[src/rtl/scoreboard_hazard_unit.sv]
// Scoreboard hazard unit beside ID: private EXE/MEM/WB destination tags,
// stall or forward-select generation, and a saturating stall counter.
module scoreboard_hazard_unit #(
  parameter int REG_AW     = 4,
  parameter int FORWARD_EN = 1,
  parameter int WB_HAZARD  = 0,
  parameter int CNT_W      = 16
) (
  input  logic              clk,
  input  logic              rst,
  input  logic              id_valid,
  input  logic [REG_AW-1:0] src1,
  input  logic [REG_AW-1:0] src2,
  input  logic              two_src,
  input  logic [REG_AW-1:0] id_dest,
  input  logic              id_wb_en,
  input  logic              id_mem_r_en,
  input  logic              flush,
  input  logic              freeze,
  output logic              hazard_detected,
  output logic [1:0]        fwd_sel_a,
  output logic [1:0]        fwd_sel_b,
  output logic [CNT_W-1:0]  stall_cycles
);

  typedef struct packed {
    logic              valid;
    logic [REG_AW-1:0] dest;
    logic              wb_en;
    logic              mem_r_en;
  } tag_t;

  localparam logic [CNT_W-1:0] CNT_MAX = '1;
  localparam logic WB_CHK = (WB_HAZARD != 0);
  localparam logic FWD    = (FORWARD_EN != 0);

  tag_t exe, mem, wb;
  tag_t nxt;

  logic a_exe, a_mem, a_wb;
  logic b_exe, b_mem, b_wb;
  logic raw, load_use;
  logic unused_tags;

  // Only the EXE copy of the load flag drives the load-use check
  assign unused_tags = ^{mem.mem_r_en, wb.mem_r_en};

  assign a_exe = exe.valid && exe.wb_en && (exe.dest == src1);
  assign a_mem = mem.valid && mem.wb_en && (mem.dest == src1);
  assign a_wb  = WB_CHK && wb.valid && wb.wb_en && (wb.dest == src1);

  assign b_exe = two_src && exe.valid && exe.wb_en && (exe.dest == src2);
  assign b_mem = two_src && mem.valid && mem.wb_en && (mem.dest == src2);
  assign b_wb  = two_src && WB_CHK && wb.valid && wb.wb_en
                 && (wb.dest == src2);

  assign raw = id_valid
               && (a_exe || a_mem || a_wb || b_exe || b_mem || b_wb);

  assign load_use = id_valid && exe.mem_r_en && (a_exe || b_exe);

  assign hazard_detected = FWD ? load_use : raw;

  always_comb begin
    fwd_sel_a = 2'd0;
    fwd_sel_b = 2'd0;
    if (FWD && id_valid && !hazard_detected) begin
      // Youngest producer wins
      if (a_exe)      fwd_sel_a = 2'd1;
      else if (a_mem) fwd_sel_a = 2'd2;
      else if (a_wb)  fwd_sel_a = 2'd3;
      if (b_exe)      fwd_sel_b = 2'd1;
      else if (b_mem) fwd_sel_b = 2'd2;
      else if (b_wb)  fwd_sel_b = 2'd3;
    end
  end

  always_comb begin
    nxt = '0;
    if (id_valid && !hazard_detected && !flush) begin
      nxt.valid    = 1'b1;
      nxt.dest     = id_dest;
      nxt.wb_en    = id_wb_en;
      nxt.mem_r_en = id_mem_r_en;
    end
  end

  always_ff @(posedge clk) begin
    if (rst) begin
      exe          <= '0;
      mem          <= '0;
      wb           <= '0;
      stall_cycles <= '0;
    end else if (!freeze) begin
      wb  <= mem;
      mem <= exe;
      exe <= nxt;
      if (hazard_detected && stall_cycles != CNT_MAX)
        stall_cycles <= stall_cycles + 1'b1;
    end
  end

endmodule

[config.mk]
export PLATFORM = sky130hd
export DESIGN_NAME = scoreboard_hazard_unit
export DESIGN_NICKNAME = d
export VERILOG_FILES = /design/src/rtl/scoreboard_hazard_unit.sv
export SDC_FILE = /design/constraint.sdc
export NUM_CORES = 1
export LEC_CHECK = 0
export ABC_AREA = 1
export CORE_MARGIN = 1
export CORE_UTILIZATION = 42
export CTS_CLUSTER_DIAMETER = 60
export DETAILED_ROUTE_END_ITERATION = 8
export PLACE_DENSITY = 0.72
export SYNTH_ARGS = -nofsm -noshare
export SYNTH_HDL_FRONTEND = slang
export SYNTH_SLANG_ARGS = --single-unit
[constraint.sdc]
create_clock -name clk -period 1.7 [get_ports clk]
set_input_delay 0.17 -clock clk [delete_from_list [all_inputs] [get_ports clk]]
set_output_delay 0.17 -clock clk [all_outputs]
set_load 0.05 [all_outputs]
# Yosys cells after proc, flatten, opt, wreduce, memory -nomap -nowiden
# Index checks and enable logic that the tools add are counted.
# W data, S select, Z words.
# totals
ff_bits	29
wordCells	41
in_bits	20
output_inout_bits	21
# op_classes
n_eq_ne	5
mux	7
n_bitwise	1
addsub	1
reduce_logical	19
# op_table
op	count
$add A16 B1 Y16 const B	1
$eq A4 B4 Y1	4
$ne A16 B16 Y1 const B	1
$logic_and A1 B1 Y1	15
$mux W2	6
$mux W7	1
$logic_not A1 Y1	2
$reduce_and A2 Y1	1
$logic_or A1 B1 Y1	1
$not A1 Y1	1

# Logic depth before layout (Yosys ltp)
# Gate-level depths: netlist (run 1).
# depth
ltp_word	9
ltp_mapped	12
ltp_nobuf	11

# Worst setup path before layout (run 1)
# OpenSTA, ideal clock, no wires.
# synth_path
path_kind	flip-flop to output port
startpoint	register exe[5] in the netlist's numbering
endpoint	output fwd_sel_b[1]
stages_incl_launch_ff	9
slack_ps	-510
t_required_ps	1530
path_buffers	0
t_arrival_ps	2040
cell_sequence	dfxtp_1 -> nand2_1 -> nand2_1 -> nor2_1 -> nand3_2 -> nand2_4 -> nand2_4 -> nand2_1 -> nor3_1
# synth_via
elab_chain_cells	7
elab_cells_between_ends	10
cone_classes	eq/ne (2); mux (2); reduce/logical (6)
# synth_lines
item	line	rtl
from (decl)	37	tag_t exe, mem, wb;
from (signal assigned)	97	exe <= nxt;
$eq A4 B4 Y1 (on tied branches)	48, 52	
$logic_and A1 B1 Y1 (on tied branches)	48, 52	
$logic_or A1 B1 Y1	60	assign load_use = id_valid && exe.mem_r_en && (a_exe || b_exe);
$logic_and A1 B1 Y1	60	
$logic_not A1 Y1	67	if (FWD && id_valid && !hazard_detected) begin
$logic_and A1 B1 Y1	67	
$mux W2 *	67	
to (decl)	22	output logic [1:0] fwd_sel_b,
# Every way passes the cells marked *; elsewhere a longest branch is shown, timed or not.

# Final worst setup path (run 1)
# layout_path
startpoint	register exe[3] in the netlist's numbering
endpoint	output fwd_sel_b[1]
# Same word-level chain as after synthesis.

==> results.md, run 1 <==
- The level count of the clock H-tree is 2.
- The worst path in the final design needs a cycle of 1780 ps, including I/O delays and setup.
- In this run the horizontal extent of the chip is 64.6 µm.
- The congestion estimate from routability-driven global placement came to 0.844.
- Across the whole layout, storage elements account for 611 µm².
- Traced cell by cell, the critical path runs through inv_4 -> nand2_2 -> nand2_2 -> nor2_2 -> nand3_2 -> nand2_4 -> nand2_4 -> nand2_4 -> nor3_4 -> buf_12.
- The first global-routing pass estimated 7400 µm of wire.
- The maximum buffer depth of the clock tree is 2.
- For this run, the slowest stage of the critical path takes 370 ps.
- The count of max-cap constraint violations is 0.
- The cell area power density is 545 nW/µm².
- The worst-case headroom to the max-slew limit is 66.5%.
- The final hold violation count is 0.
- The biggest area consumer among synthesized cells is dfxtp_1.
- The number of nets handed over by synthesis was 275.
- The share of flip-flops with an asynchronous set or reset after synthesis is 0%.
- The worst hold path belongs to the class reg2reg.
- The largest fanout of any net on the critical path is 5.
- Summing the sequential cell areas from Yosys gives 35.3% of the chip area.
- The initial antenna violation count was 0.
- Across the VDD grid, the largest voltage drop is 0.000473 V.
- The startpoint type of the worst setup path is a flip-flop.
- The clock root buffer is clkbuf_8.
- In this run the static leakage power is 1.16 nW.
- In this run the cell area of the synthesized design comes to 1640 µm².
- The library cell contributing the largest single delay on the critical path is dfxtp_4.
- In this run, the number of DRC markers left after iteration 0 of detailed routing was 73.
- The source-to-sink clock delay at the later pin of the worst-skew pair is 280 ps.
- Clock-pin slew was measured on the worst setup and hold paths at 60 ps.
- The total overflow reported by the global router is 0.
- The data arrival at the endpoint of the critical path is 1610 ps.
- The mean cell area of the mapped netlist is 6.47 µm².
- The worst setup path category is reg2out.
- In the synthesized netlist, the number of instances is 254.
- The iteration count of the initial detailed-routing pass is 4.
- The number of pins exceeding their max-slew limit in the final report was 0.
- The number of flip-flops and latches in the synthesized netlist is 29.
- After detailed routing, the number of remaining DRC violations is 0.
- Setup violations remaining at the end of the flow were counted as 2.
- Once routing completed, OpenROAD measured the worst setup slack at -78.0 ps.
- Across every metal layer, demand over resource in global routing totals 23.1%.
- The TritonCTS clock tree is done.
- In this run the most used layer during global routing was met2.
- Once detail routing completed, the nets flagged for antenna violations numbered 0.
- For the worst setup path, the data required time is 1530 ps.
- The multi-input combinational cell area is 1050 µm².
- By instance count, the cell type seen most on the critical path is nand2_4.
- The growth of design area from synthesis to finish is 56.9%.
- The met3 routing resource usage after global routing is 5.99%.
- Entering global routing, the biggest net connects 23 pins.
- After detailed placement, the total cell area comes to 2260 µm².
- For the pin with the worst max-slew slack, the measured transition is 501 ps.
- Clock skew on the completed layout was measured at 8.97 ps.
- The die is 64.6 µm tall.
- The port buffer count is 40.
- Setup repair after global routing could not meet its margin everywhere.
- The flow ran to the end, but the final reports show violations.
- For this configuration, the core starts out at a cell density of 44.2%.
- The routed via count divided by cell count is 5.03.
- The number of fill cells in the layout is 306.
- On the final layout, the worst hold slack is 472 ps.
- The final reports fail on negative setup slack.
- The number of global-route vias before repair is 1638.
- The number of rows created at floorplan is 22.
- The number of primary I/O pins is 41.
- The Yosys step of the flow raised 0 warnings.
- The clock drives 29 sinks.
- The number of unique standard cell types used by synthesis is 23.
- For this block, the routed nets add up to 4860 µm of wire.
- The HPWL after detailed placement is 3100 µm.
- The final design utilization is 69.4%.
- The area share of the largest cell type after synthesis is 35.3%.
- The worst setup path is captured at an output pin.
- For this run, the leading register cell type out of synthesis is dfxtp_1.
- In the finished design, the share of the clock period the worst path needs comes to 105%.
- The post-route netlist has 32.8% of its cells at a drive strength greater than 1.
- Ranked by instance count, the synthesized netlist is headed by 64 x nand2_1, 45 x nor2_1, 29 x dfxtp_1.
- The register-to-register setup slack is 40 ps.
- The final layout contains 341 nets.
- The core footprint is 3720 µm².
- The die covers 4170 µm².
- The design area is 2580 µm².
- nand2_1 is the most common cell in the netlist.
- The global-route met1 utilization is 29.9%.
- In this run, synthesis inferred 0 flip-flops with an integrated enable.
- 0 antenna diodes ended up in the layout.
- By area the synthesized netlist is led by dfxtp_1 35%, nand2_1 15%, nor2_1 10%.
- The per-cell routed wire length is 13.2 µm.
- Buffers inserted during clock tree synthesis total 5.
- For met2 alone, demand over resource in global routing was 37.5%.
- The count of hold buffers inserted by post-cts repair is 0.
- The number of vias in the routed layout is 1852.
- The upper clock frequency limit is 0.562 GHz.
-- power breakdown --
part | total [W] | internal, W | switching (W)
combinational | 0.000177 | 0.0000874 | 0.0000901
clock | 0.000528 | 0.000277 | 0.000250
sequential | 0.000700 | 0.000688 | 0.0000123
-- worst paths after layout --
| check | from | to | cells after the start |
|---|---|---|---|
| worst min register to register | exe[0] | exe[0] | 2 |
| worst max-delay path | exe[3] | fwd_sel_b[1] | 10 |
| worst min-delay path | exe[0] | exe[0] | 2 |
| worst max register to register | stall_cycles[1] | stall_cycles[15] | 11 |
-- critical path: cells and delay by family (launching register included) --
kind / cells / cell delay (ps)
and+or+nand+nor: 8 / 720
DFF: 1 / 370
buffers and inverters: 2 / 230
-- cell families after synthesis --
group | Yosys count | share of synthesized area [%]
AOI/OAI and AO/OA | 33 | 10.6
xor gates and xnor gates | 5 | 2.66
adders and majority gates | 1 | 0.761
buffers and inverters | 36 | 9.21
DFF | 29 | 35.3
and+or+nand+nor | 150 | 41.5
-- sequential cells by signal (all words and copies together), names as in the netlist --
signal,cells
exe,7
stall_cycles,16
mem,6
-- stage by stage --
stage               cells  total power (W)  setup TNS, ps  setup WS (ps)
floorplan             254         0.000789           -357          -98.4
global placement      352         0.000875          -2140           -139
finish                368          0.00141          -80.8          -78.0
detailed placement    352         0.000877          -2720           -175
global route          368          0.00147           -795           -172
CTS                   361          0.00141           -137          -65.6
-- cell type report --
| cell class | count | area share [%] |
|---|---|---|
| sequential | 29 | 23.7 |
| clock buffer | 6 | 2.81 |
| multi-input combinational | 191 | 40.9 |
| timing repair buffer | 65 | 25.8 |
| inverter | 28 | 4.27 |
| clock inverter | 1 | 0.194 |
| tap | 48 | 2.33 |
-- timing repair --
| item | CTS | global route |
|---|---|---|
| endpoints found under the setup margin | 5 | 17 |
| gates cloned | 0 | 3 |
| pin swaps | 5 | 17 |
| setup buffers | 2 | 5 |
| resized for setup | 22 | 27 |
-- routing by layer --
layer / wire length, µm / up-vias
met3: 299 / 8
met2: 2270 / 64
met1: 2200 / 825
met5: 0 / -
met4: 91 / 0
li1: - / 955
-- placed cells by master (no fill, tap or decap), types with 6 or more instances in the layout --
| master | instances |
|---|---|
| a21oi_1 | 14 |
| a21oi_2 | 8 |
| buf_12 | 6 |
| buf_4 | 28 |
| clkdlybuf4s50_1 | 20 |
| dfxtp_1 | 11 |
| dfxtp_2 | 15 |
| inv_1 | 20 |
| inv_2 | 6 |
| nand2_1 | 58 |
| nand3_1 | 15 |
| nand4_1 | 13 |
| nor2_1 | 39 |
| nor2_2 | 8 |
| o21ai_0 | 7 |
Power figures use the tool's default switching activity.
==> inputs of run 2 (changes only) <==
Settings changed: GPL_ROUTABILITY_DRIVEN set to 0.
==> results of run 2 <==
Same layout as run 1: the final DEF is identical, and so are final timing and power.
